==> config.mk <==
export PLATFORM = sky130hd
export DESIGN_NAME = pipe_adder_nbit
export DESIGN_NICKNAME = d
export VERILOG_FILES = /design/src/rtl/pipe_adder_nbit.sv
export SDC_FILE = /design/constraint.sdc
export NUM_CORES = 1
export LEC_CHECK = 0
export CELL_PAD_IN_SITES_DETAIL_PLACEMENT = 1
export CELL_PAD_IN_SITES_GLOBAL_PLACEMENT = 1
export CORE_MARGIN = 2
export CORE_UTILIZATION = 44
export CTS_BUF_LIST = sky130_fd_sc_hd__clkbuf_2 sky130_fd_sc_hd__clkbuf_4 sky130_fd_sc_hd__clkbuf_8
export DETAILED_ROUTE_END_ITERATION = 8
export GPL_TIMING_DRIVEN = 1
export PLACE_DENSITY_LB_ADDON = 0.1
export SYNTH_ARGS = -nofsm -noshare
export SYNTH_HDL_FRONTEND = slang
export SYNTH_SLANG_ARGS = --single-unit
==> constraint.sdc <==
create_clock -name clk -period 3.7 [get_ports clk]
set_clock_uncertainty 0.1 [all_clocks]
set_input_delay 0.37 -clock clk [delete_from_list [all_inputs] [get_ports clk]]
set_output_delay 0.37 -clock clk [all_outputs]
set_load 0.02 [all_outputs]
==> src/rtl/pipe_adder_nbit.sv <==
// Pipelined N-bit adder: each stage adds one SEG-bit slice, with carry and valid
// travelling alongside the operands. Supports stall, synchronous flush and a sticky overflow flag.

module pipe_adder_nbit_chk #(
  parameter int NUM_BITS = 16
) (
  input logic                clk,
  input logic                rst,
  input logic                in_valid,
  input logic                stall,
  input logic                clear,
  input logic [NUM_BITS-1:0] a,
  input logic [NUM_BITS-1:0] b
);

  // operands must be fully known whenever a transaction is taken
  operands_known_a: assert property (@(posedge clk) disable iff (rst)
    (in_valid && !stall && !clear) |-> !$isunknown({a, b}))
    else $error("pipe_adder_nbit: X/Z on a or b at an accepting edge");

endmodule

module pipe_adder_nbit #(
  parameter int NUM_BITS   = 16,
  parameter int NUM_STAGES = 4,
  parameter bit SIGNED     = 1'b0
) (
  input  logic                clk,
  input  logic                rst,
  input  logic [NUM_BITS-1:0] a,
  input  logic [NUM_BITS-1:0] b,
  input  logic                carry_in,
  input  logic                in_valid,
  input  logic                stall,
  input  logic                clear,
  output logic [NUM_BITS-1:0] sum,
  output logic                overflow,
  output logic                out_valid,
  output logic                sticky_overflow
);

  localparam int SEG  = NUM_BITS / NUM_STAGES;
  localparam int LAST = NUM_STAGES - 1;
  localparam int PD   = (NUM_STAGES > 1) ? NUM_STAGES - 1 : 1;

  // combinational view of what each stage sees and produces
  logic [NUM_BITS-1:0] st_a_s   [NUM_STAGES];
  logic [NUM_BITS-1:0] st_b_s   [NUM_STAGES];
  logic [NUM_BITS-1:0] st_p_s   [NUM_STAGES];
  logic [NUM_BITS-1:0] st_nxt_s [NUM_STAGES];
  logic                st_c_s   [NUM_STAGES];
  logic                st_v_s   [NUM_STAGES];
  logic                st_co_s  [NUM_STAGES];

  // inter-stage registers (stage k output feeds stage k+1)
  logic [NUM_BITS-1:0] a_r [PD];
  logic [NUM_BITS-1:0] b_r [PD];
  logic [NUM_BITS-1:0] p_r [PD];
  logic                c_r [PD];
  logic                v_r [PD];

  logic ov_s;

  for (genvar k = 0; k < NUM_STAGES; k++) begin : g_stage
    logic [SEG:0]          seg_s;
    logic [NUM_BITS-1:0]   nxt_s;

    if (k == 0) begin : g_first
      assign st_a_s[k] = a;
      assign st_b_s[k] = b;
      assign st_p_s[k] = {NUM_BITS{1'b0}};
      assign st_c_s[k] = carry_in;
      assign st_v_s[k] = in_valid;
    end else begin : g_later
      assign st_a_s[k] = a_r[k-1];
      assign st_b_s[k] = b_r[k-1];
      assign st_p_s[k] = p_r[k-1];
      assign st_c_s[k] = c_r[k-1];
      assign st_v_s[k] = v_r[k-1];
    end

    assign seg_s = {1'b0, st_a_s[k][k*SEG +: SEG]}
                 + {1'b0, st_b_s[k][k*SEG +: SEG]}
                 + {{SEG{1'b0}}, st_c_s[k]};
    assign st_co_s[k] = seg_s[SEG];

    // merge this stage's slice into the partial sum carried from lower stages
    always_comb begin
      nxt_s = st_p_s[k];
      nxt_s[k*SEG +: SEG] = seg_s[SEG-1:0];
    end

    assign st_nxt_s[k] = nxt_s;
  end

  if (SIGNED) begin : g_ov_signed
    assign ov_s = (st_a_s[LAST][NUM_BITS-1] == st_b_s[LAST][NUM_BITS-1]) &&
                  (st_nxt_s[LAST][NUM_BITS-1] != st_a_s[LAST][NUM_BITS-1]);
  end else begin : g_ov_unsigned
    assign ov_s = st_co_s[LAST];
  end

  // inter-stage pipeline registers; flush kills valids only, stall freezes everything
  always_ff @(posedge clk or posedge rst) begin
    if (rst) begin
      for (int k = 0; k < PD; k++) begin
        v_r[k] <= 1'b0;
        c_r[k] <= 1'b0;
        a_r[k] <= {NUM_BITS{1'b0}};
        b_r[k] <= {NUM_BITS{1'b0}};
        p_r[k] <= {NUM_BITS{1'b0}};
      end
    end else if (clear) begin
      for (int k = 0; k < NUM_STAGES - 1; k++) begin
        v_r[k] <= 1'b0;
      end
    end else if (!stall) begin
      for (int k = 0; k < NUM_STAGES - 1; k++) begin
        v_r[k] <= st_v_s[k];
        c_r[k] <= st_co_s[k];
        a_r[k] <= st_a_s[k];
        b_r[k] <= st_b_s[k];
        p_r[k] <= st_nxt_s[k];
      end
    end else begin
      for (int k = 0; k < NUM_STAGES - 1; k++) begin
        v_r[k] <= v_r[k];
      end
    end
  end

  // output stage: sum/overflow only load on a completed transaction, otherwise hold
  always_ff @(posedge clk or posedge rst) begin
    if (rst) begin
      sum             <= {NUM_BITS{1'b0}};
      overflow        <= 1'b0;
      out_valid       <= 1'b0;
      sticky_overflow <= 1'b0;
    end else if (clear) begin
      out_valid       <= 1'b0;
      sticky_overflow <= 1'b0;
    end else if (!stall) begin
      out_valid <= st_v_s[LAST];
      if (st_v_s[LAST]) begin
        sum             <= st_nxt_s[LAST];
        overflow        <= ov_s;
        sticky_overflow <= sticky_overflow | ov_s;
      end else begin
        sticky_overflow <= sticky_overflow;
      end
    end else begin
      out_valid <= out_valid;
    end
  end

  pipe_adder_nbit_chk #(
    .NUM_BITS (NUM_BITS)
  ) u_chk (
    .clk      (clk),
    .rst      (rst),
    .in_valid (in_valid),
    .stall    (stall),
    .clear    (clear),
    .a        (a),
    .b        (b)
  );

endmodule

Yosys cells after proc, flatten, opt, wreduce, memory -nomap -nowiden
Cells that the tools add are included.
{"block": "totals", "reg_bits": 145, "out_inout_bits": 19, "elab_cells": 42}
{"block": "op_classes", "add_sub_neg": 8, "eq_ne": 1, "mux": 7, "bitwise": 3, "n_reduce_logical": 4}
{"cell": "4-bit by 4-bit adder with 5-bit output", "n": 4}
{"cell": "5-bit by 1-bit adder with 5-bit output", "n": 4}
{"cell": "3-bit 2-to-1 mux", "n": 2}
{"cell": "1-bit 2-to-1 mux", "n": 5}
{"cell": "2-bit AND reduction", "n": 2}
{"cell": "3-bit AND reduction", "n": 1}
{"cell": "2-bit by 1-bit != test with 1-bit output (second input constant)", "n": 1}
{"cell": "1-bit NOT", "n": 2}
{"cell": "2-bit nonzero test", "n": 1}
{"cell": "1-bit OR", "n": 1}

Depth between registers and ports, before layout
Gate-level depths: netlist (run 1).
{"block": "logic_depth", "word_depth": 6, "ltp_mapped": 7, "ltp_nobuf": 6}

Least setup slack after synthesis (run 1)
OpenSTA, ideal clock, no wires.
{"block": "synth_path", "path_type": "reg-to-reg", "from": "reg a_r[12] in the netlist's numbering", "to": "reg overflow", "arrival_time_ns": 1.638, "required_time_ns": 3.473, "setup_slack_ns": 1.835, "path_stages_with_launch": 6, "n_path_buf": 0, "period_less_slack_ns": 1.865, "cell_sequence": "dfrtp_1 fa_1 fa_1 a21o_1 a21oi_1 o21ai_0"}
{"block": "synth_between", "elab_chain_cells": 2}
{"element": "start: declaration", "line_no": "56", "text": "logic [NUM_BITS-1:0] a_r [PD];"}
{"element": "start signal: indexed assignment", "line_no": "109", "text": "a_r[k] <= {NUM_BITS{1'b0}};"}
{"element": "start signal: indexed assignment", "line_no": "121", "text": "a_r[k] <= st_a_s[k];"}
{"element": "4-bit by 4-bit adder with 5-bit output", "line_no": "83", "text": "+ {1'b0, st_b_s[k][k*SEG +: SEG]}"}
{"element": "5-bit by 1-bit adder with 5-bit output", "line_no": "84", "text": "+ {{SEG{1'b0}}, st_c_s[k]};"}
{"element": "end signal: assignment", "line_no": "146", "text": "overflow <= ov_s;"}
{"element": "end: declaration", "line_no": "37", "text": "output logic overflow,"}
No other way between the ends.
A chain may end at the register's enable or synchronous reset.

Worst setup path after layout (run 1)
{"block": "layout_path", "from": "in stall", "to": "reg p_r (netlist bit g_stage[3].nxt_s[11])"}
{"block": "layout_between", "elab_chain_cells": 2}
{"element": "start: declaration", "line_no": "34", "text": "input logic stall,"}
{"element": "1-bit NOT (no line)"}
{"element": "2-bit AND reduction (no line)"}
{"element": "end signal: indexed assignment", "line_no": "111", "text": "p_r[k] <= {NUM_BITS{1'b0}};"}
{"element": "end signal: indexed assignment", "line_no": "123", "text": "p_r[k] <= st_nxt_s[k];"}
{"element": "end: declaration", "line_no": "58", "text": "logic [NUM_BITS-1:0] p_r [PD];"}
No other way between the ends.

==> results.sh, run 1 <==
export IMPL_final_util_pct=54.56
export IMPL_cp_arrival_ns=2.46
export IMPL_cts_resized=0
export IMPL_ff2ff_path_depth=5
export IMPL_crit_chain="clkdlybuf4s50_1 > or2_2 > buf_4 > o31a_1 > nand3_1"
export IMPL_core_rowCount=35
export IMPL_dr_pass1_iters=4
export IMPL_crit_path_top_delay_cell="clkdlybuf4s50_1"
export IMPL_ff2ff_setup_slack_ns=1.55
export IMPL_status="finished, final reports clean"
export IMPL_synth_edff_count=0
export IMPL_power_per_cell_area_nw_per_um2=481.3
export IMPL_grt_overflow_total=0
export IMPL_core_um2=9284
export IMPL_avgSynthCellArea_um2=9.927
export IMPL_io_buffers=56
export IMPL_r2r_end="sticky_overflow$_DFFE_PP0P_"
export IMPL_async_flop_share_pct=100.0
export IMPL_antenna_found_initial=0
export IMPL_postCtsSetupBuffers=0
export IMPL_clkLatencyLatePin_ns=0.35
export IMPL_drt_iter0_markers=76
export IMPL_vias=2905
export IMPL_holdCritPathClass="in -> async"
export IMPL_ys_seq_area_share_pct=57.40
export IMPL_max_stage_delay_ns=0.78
export IMPL_dieArea_um2=10410
export IMPL_fin_area_um2=5065
export IMPL_p_total_mw=2.438
export IMPL_wirelength_um=8634
export IMPL_holdBufCountCts=0
export IMPL_synth_seq_cells=97
export IMPL_cts_buffers_inserted=9
export IMPL_ios=57
export IMPL_final_setup_viol_count=0
export IMPL_drive_gt1_share_pct=7.692
export IMPL_hpwl_um=5820
export IMPL_worst_pin_slew_ns=0.7442
export IMPL_dieHeight_um=102.0
export IMPL_grt_pass1_vias=3022
export IMPL_ys_types=28
export IMPL_synth_top_area_cell="dfrtp_1"
export IMPL_hold_viol=0
export IMPL_ant_nets=0
export IMPL_grt_pass1_wl_um=14450
export IMPL_grt_max_degree=98
export IMPL_synth_most_common_cell="nand2_1"
export IMPL_via_per_inst=4.762
export IMPL_cp_end_kind="flip-flop"
export IMPL_fmax_ghz=0.4289
export IMPL_p_leak_nw=2.568
export IMPL_wire_per_inst_um=14.15
export IMPL_min_period_ns=2.331
export IMPL_start_kind="input pin"
export IMPL_synth_fp_nets=484
export IMPL_synth_common_cells="190 x nand2_1, 97 x dfrtp_1, 18 x o21ai_0"
export IMPL_crit_required_ns=3.82
export IMPL_cts_clk_slew_worst_paths_ns=0.09
export IMPL_finalMaxSlewViolations=0
export IMPL_tritoncts="built"
export IMPL_syn_area_um2=4229
export IMPL_ys_warn_count=0
export IMPL_cts_max_path_buffers=2
export IMPL_htree_levels=3
export IMPL_grt_use_total_pct=18.20
export IMPL_worstReg2RegStart="a_r[12]$_DFFE_PP0P_"
export IMPL_hold_worst_slack_ns=0.3587
export IMPL_fill_cells=1066
export IMPL_synthFlopType="dfrtp_1"
export IMPL_syn_to_final_growth_pct=19.76
export IMPL_die_x_um=102.0
export IMPL_synthDominantCellAreaShare_pct=57.40
export IMPL_relSlewSlack_pct=50.39
export IMPL_synth_cells=426
export IMPL_yosys_top_cells_area="dfrtp_1 57%, nand2_1 17%, fa_1 3.8%"
export IMPL_criticalPathCategory="in -> reg"
export IMPL_ir_worst_vdd_mv=0.2104
export IMPL_maxCapViolations=0
export IMPL_drc=0
export IMPL_fin_nets=535
export IMPL_cts_root_buffer="clkbuf_8"
export IMPL_antennaDiodeCount=0
export IMPL_place_congestion=0.7602
export IMPL_grt_setup_unrepaired="false"
export IMPL_initial_utilization_pct=45.55
export IMPL_post_route_period_util_pct=63.01
export IMPL_tns_ns=0
export IMPL_worstPathMaxFanout=42
export IMPL_cts_sinks=97
export IMPL_place_area_um2=4900
==> logic make-up (layout without fill, tap and decap cells) <==
logic type               count (synthesis)  after routing  share of synthesized area [%]
multiplexers                            18             18                          5.296
flip-flops                              97             97                          57.40
buffers and inverters                   37             92                          4.260
XOR/XNOR                                 3              3                         0.6214
AND/OR/NAND/NOR                        214            214                          19.91
adder cells (fa/ha/maj)                 20             20                          7.337
AO/OA/AOI/OAI                           37             37                          5.178
==> layer usage <==
metal,vias to the layer above,routed length [um],GRT usage (%)
li1,1444,-,-
met1,1407,4064,24.60
met2,43,4142,29.81
met3,11,287,2.873
met4,0,140,6.974
met5,-,0,0
==> cell usage in the layout (no fill, tap or decap), types with 3 or more instances in the layout <==
cell	Yosys	routed
mux2_4	7	7
o2111ai_1	3	3
o21ai_0	18	18
nand3_1	4	4
or4_1	3	3
dfrtp_1	97	97
ha_1	12	12
nor2b_1	3	3
nand2_1	190	190
inv_1	17	16
nor2_1	11	10
fa_1	8	8
a21oi_1	8	8
clkbuf_8	0	9
clkdlybuf4s50_1	0	56
mux2i_1	4	4
o31a_1	3	3
mux2_2	7	7
==> how the worst max path moves through the flow <==
stage,from,to,slack [ns]
floorplan,rst,a_r[12]$_DFFE_PP0P_,0.70
global placement,stall,g_stage[3].nxt_s[11]$_DFFE_PP0P_,1.07
detailed placement,stall,g_stage[3].nxt_s[11]$_DFFE_PP0P_,0.99
CTS,stall,g_stage[3].nxt_s[11]$_DFFE_PP0P_,1.37
global route,stall,g_stage[3].nxt_s[11]$_DFFE_PP0P_,1.24
finish,stall,g_stage[3].nxt_s[11]$_DFFE_PP0P_,1.37
==> area by class of cell <==
type                       instances  area (um^2)  area share (%)
clock buffer                      10        131.4           2.594
timing repair buffer              60        615.6           12.15
tap                              129        161.4           3.187
sequential                        97         2427           47.92
clock inverter                     5        33.78          0.6670
multi-input combinational        292         1629           32.16
inverter                          17        66.31           1.309
==> flip-flops by register name, indices dropped and copies added, names as in the netlist <==
name             flops
out_valid            1
st_v_s               3
sticky_overflow      1
c_r                  3
b_r                 24
sum                 16
g_stage.nxt_s       24
overflow             1
a_r                 24
==> stage by stage <==
stage / instances / setup slack, ns
final: 610 / 1.369
after global routing: 610 / 1.239
after CTS: 610 / 1.369
after detailed placement: 595 / 0.9878
after global placement: 595 / 1.068
after floorplan: 426 / 0.6963
==> critical path, delay by kind of cell <==
kind	cells	cell delay, ns
AND/OR/NAND/NOR	2	0.77
AO/OA/AOI/OAI	1	0.16
buffers and inverters	2	1.14
==> where the power goes <==
group	leakage, nW	internal, mW	switching (mW)
Sequential	1.25	1.23	0.106
Combinational	1.24	0.232	0.261
Clock	0.0815	0.247	0.357
Power figures use the tool's default switching activity.
==> run 2, diff against run 1 <==
Settings changed: CORE_UTILIZATION 44 to 40.
Clock period 3.7 ns to 2.1 ns, I/O delays scaled along.
==> run 2 against run 1 <==
Global-route usage shrank 0.61 points. Sequential cell count unchanged. Critical endpoint is now sticky_overflow$_DFFE_PP0P_. Via count up 3.3%. Worst hold slack lost 0.18 ns. Cell count rose by 2.6%. Clock power is 97% higher. Critical path depth did not move. Combinational power grew 80%. Clock-buffer cell count grew 3. Non-clock buffer count is 8 higher. Critical path type is now reg -> reg. First-iteration DRC count grew 53%. Register-to-register slack got worse by 1.4 ns.
==> results.sh, run 2 (same netlist as run 1, synthesis figures left out) <==
export IMPL_drc=0
export IMPL_pwr_share_comb_pct=20.0
export IMPL_path_buf_inv=0
export IMPL_cts_max_path_buffers=2
export IMPL_layoutNonFillerInstCount=626
export IMPL_worst_pin_slew_ns=0.3650
export IMPL_cts_sinks=97
export IMPL_grt_pass1_wl_um=15640
export IMPL_crit_path_top_delay_cell="fa_1"
export IMPL_drt_iter0_markers=116
export IMPL_place_area_um2=4982
export IMPL_dieArea_um2=11410
export IMPL_core_um2=10280
export IMPL_dieHeight_um=106.8
export IMPL_maxCapViolations=0
export IMPL_cp_end_kind="flip-flop"
export IMPL_layout_common_cells="190 x nand2_1, 97 x dfrtp_1, 56 x clkdlybuf4s50_1, 18 x o21ai_0, 16 x inv_1"
export IMPL_worstPathMaxFanout=2
export IMPL_cp_arrival_ns=2.11
export IMPL_tns_ns=0
export IMPL_relSlewSlack_pct=75.67
export IMPL_p_leak_nw=2.621
export IMPL_finalMaxSlewViolations=0
export IMPL_ir_worst_vdd_mv=0.3088
export IMPL_crit_chain="fa_1 > fa_1 > a21o_1 > a21oi_1 > o22ai_1"
export IMPL_p_int_mw=3.144
export IMPL_wire_per_inst_um=14.43
export IMPL_p_switching_mw=1.293
export IMPL_core_rowCount=37
export IMPL_grt_setup_unrepaired="false"
export IMPL_holdCritPathClass="in -> async"
export IMPL_mostFrequentLayoutCell="nand2_1"
export IMPL_grt_pass1_vias=3223
export IMPL_vias=3001
export IMPL_die_x_um=106.8
export IMPL_cp_startpoint="a_r[12]$_DFFE_PP0P_"
export IMPL_max_stage_delay_ns=0.47
export IMPL_antennaDiodeCount=0
export IMPL_cts_clk_slew_worst_paths_ns=0.10
export IMPL_holdBufCountCts=0
export IMPL_criticalPathCategory="reg -> reg"
export IMPL_status="finished, final reports clean"
export IMPL_fin_nets=543
export IMPL_path_delay_family="adder cells"
export IMPL_worstReg2RegStart="a_r[12]$_DFFE_PP0P_"
export IMPL_antenna_found_initial=0
export IMPL_grt_overflow_total=0
export IMPL_swShare_pct=29.14
export IMPL_dr_pass1_iters=4
export IMPL_fill_cells=1176
export IMPL_ant_nets=0
export IMPL_pwr_share_clk_pct=26.8
export IMPL_tritoncts="built"
export IMPL_place_congestion=0.7669
export IMPL_syn_to_final_growth_pct=22.46
export IMPL_fin_area_um2=5179
export IMPL_hold_viol=0
export IMPL_crit_top_cell="fa_1"
export IMPL_dp_cells=610
export IMPL_cts_resized=0
export IMPL_grt_max_degree=58
export IMPL_io_buffers=56
export IMPL_power_per_cell_area_nw_per_um2=856.6
export IMPL_post_route_period_util_pct=94.74
export IMPL_postCtsSetupBuffers=0
export IMPL_clkLatencyLatePin_ns=0.37
export IMPL_ios=57
export IMPL_seqPwrFrac_pct=53.2
export IMPL_via_per_inst=4.794
export IMPL_fmax_ghz=0.5026
export IMPL_cts_root_buffer="clkbuf_8"
export IMPL_htree_levels=3
export IMPL_hpwl_um=6366
export IMPL_final_setup_viol_count=0
export IMPL_drive_gt1_share_pct=9.388
export IMPL_min_period_ns=1.990
export IMPL_crit_required_ns=2.22
export IMPL_wirelength_um=9031
export IMPL_cts_buffers_inserted=9
export IMPL_grt_use_total_pct=17.60
export IMPL_initial_utilization_pct=41.15
export IMPL_start_kind="flip-flop"
## run 2: changes by cell type in the layout (fill, tap and decap cells not counted)
cell        change
clkinv_2        -2
buf_12          +1
clkinvlp_4      +1
buf_4           +7
clkbuf_8        +3
inv_4           -1
## run 2: final timing paths
kind	endpoint	slack, ns	depth (start not counted)
max	sticky_overflow$_DFFE_PP0P_	0.11	5
min	out_valid$_DFFE_PP0P_	0.18	3
max reg2reg	sticky_overflow$_DFFE_PP0P_	0.11	5
min reg2reg	g_stage[2].nxt_s[3]$_DFFE_PP0P_	0.35	2
max in group asynchronous	sum[6]$_DFFE_PP0P_	1.41	3
min in group clk	a_r[42]$_DFFE_PP0P_	0.27	3
## run 2: worst reg2reg max path, cell delays in order, from the launching register on
cell and delay (ns):
dfrtp_1 0.40, fa_1 0.47, fa_1 0.42, a21o_1 0.20, a21oi_1 0.18, o22ai_1 0.10
## run 2: per-layer routing
layer  GRT usage, %  share of wire [%]
met5              0                  0
met4          5.009                1.2
met3          3.283                2.4
met2          29.89                 51
met1          23.09                 45
## run 2: power groups by stage
stage	registers [mW]	logic (mW)	clock network (mW)
after floorplan	2.39	0.533	0
after global placement	2.39	0.871	0
after detailed placement	2.40	0.902	0
after CTS	2.37	0.911	1.23
after global routing	2.41	1.03	1.31
final	2.36	0.889	1.19
## run 2: area by class of cell
class,count,area [um^2],area share [%]
Timing Repair Buffer,68,688.2,13.29
Clock buffer,13,172.7,3.334
Tap cell,136,170.2,3.286
Multi-Input combinational cell,292,1629,31.46
Inverter,17,67.56,1.305
Clock inverter,3,23.77,0.4590
Sequential cell,97,2427,46.87
## run 2: metrics by stage
stage          util, %  setup WS (ns)  power, mW  hold WS, ns
2_1_floorplan        -         0.2351      2.927       0.2154
3_3_place_gp     48.48         0.1009      3.259       0.3427
3_5_place_dp     48.48        0.07459      3.305       0.3499
4_1_cts          50.39         0.1047      4.504       0.1842
5_1_grt          50.39        0.05391      4.745       0.1986
6_report         50.39         0.1105      4.436       0.1785
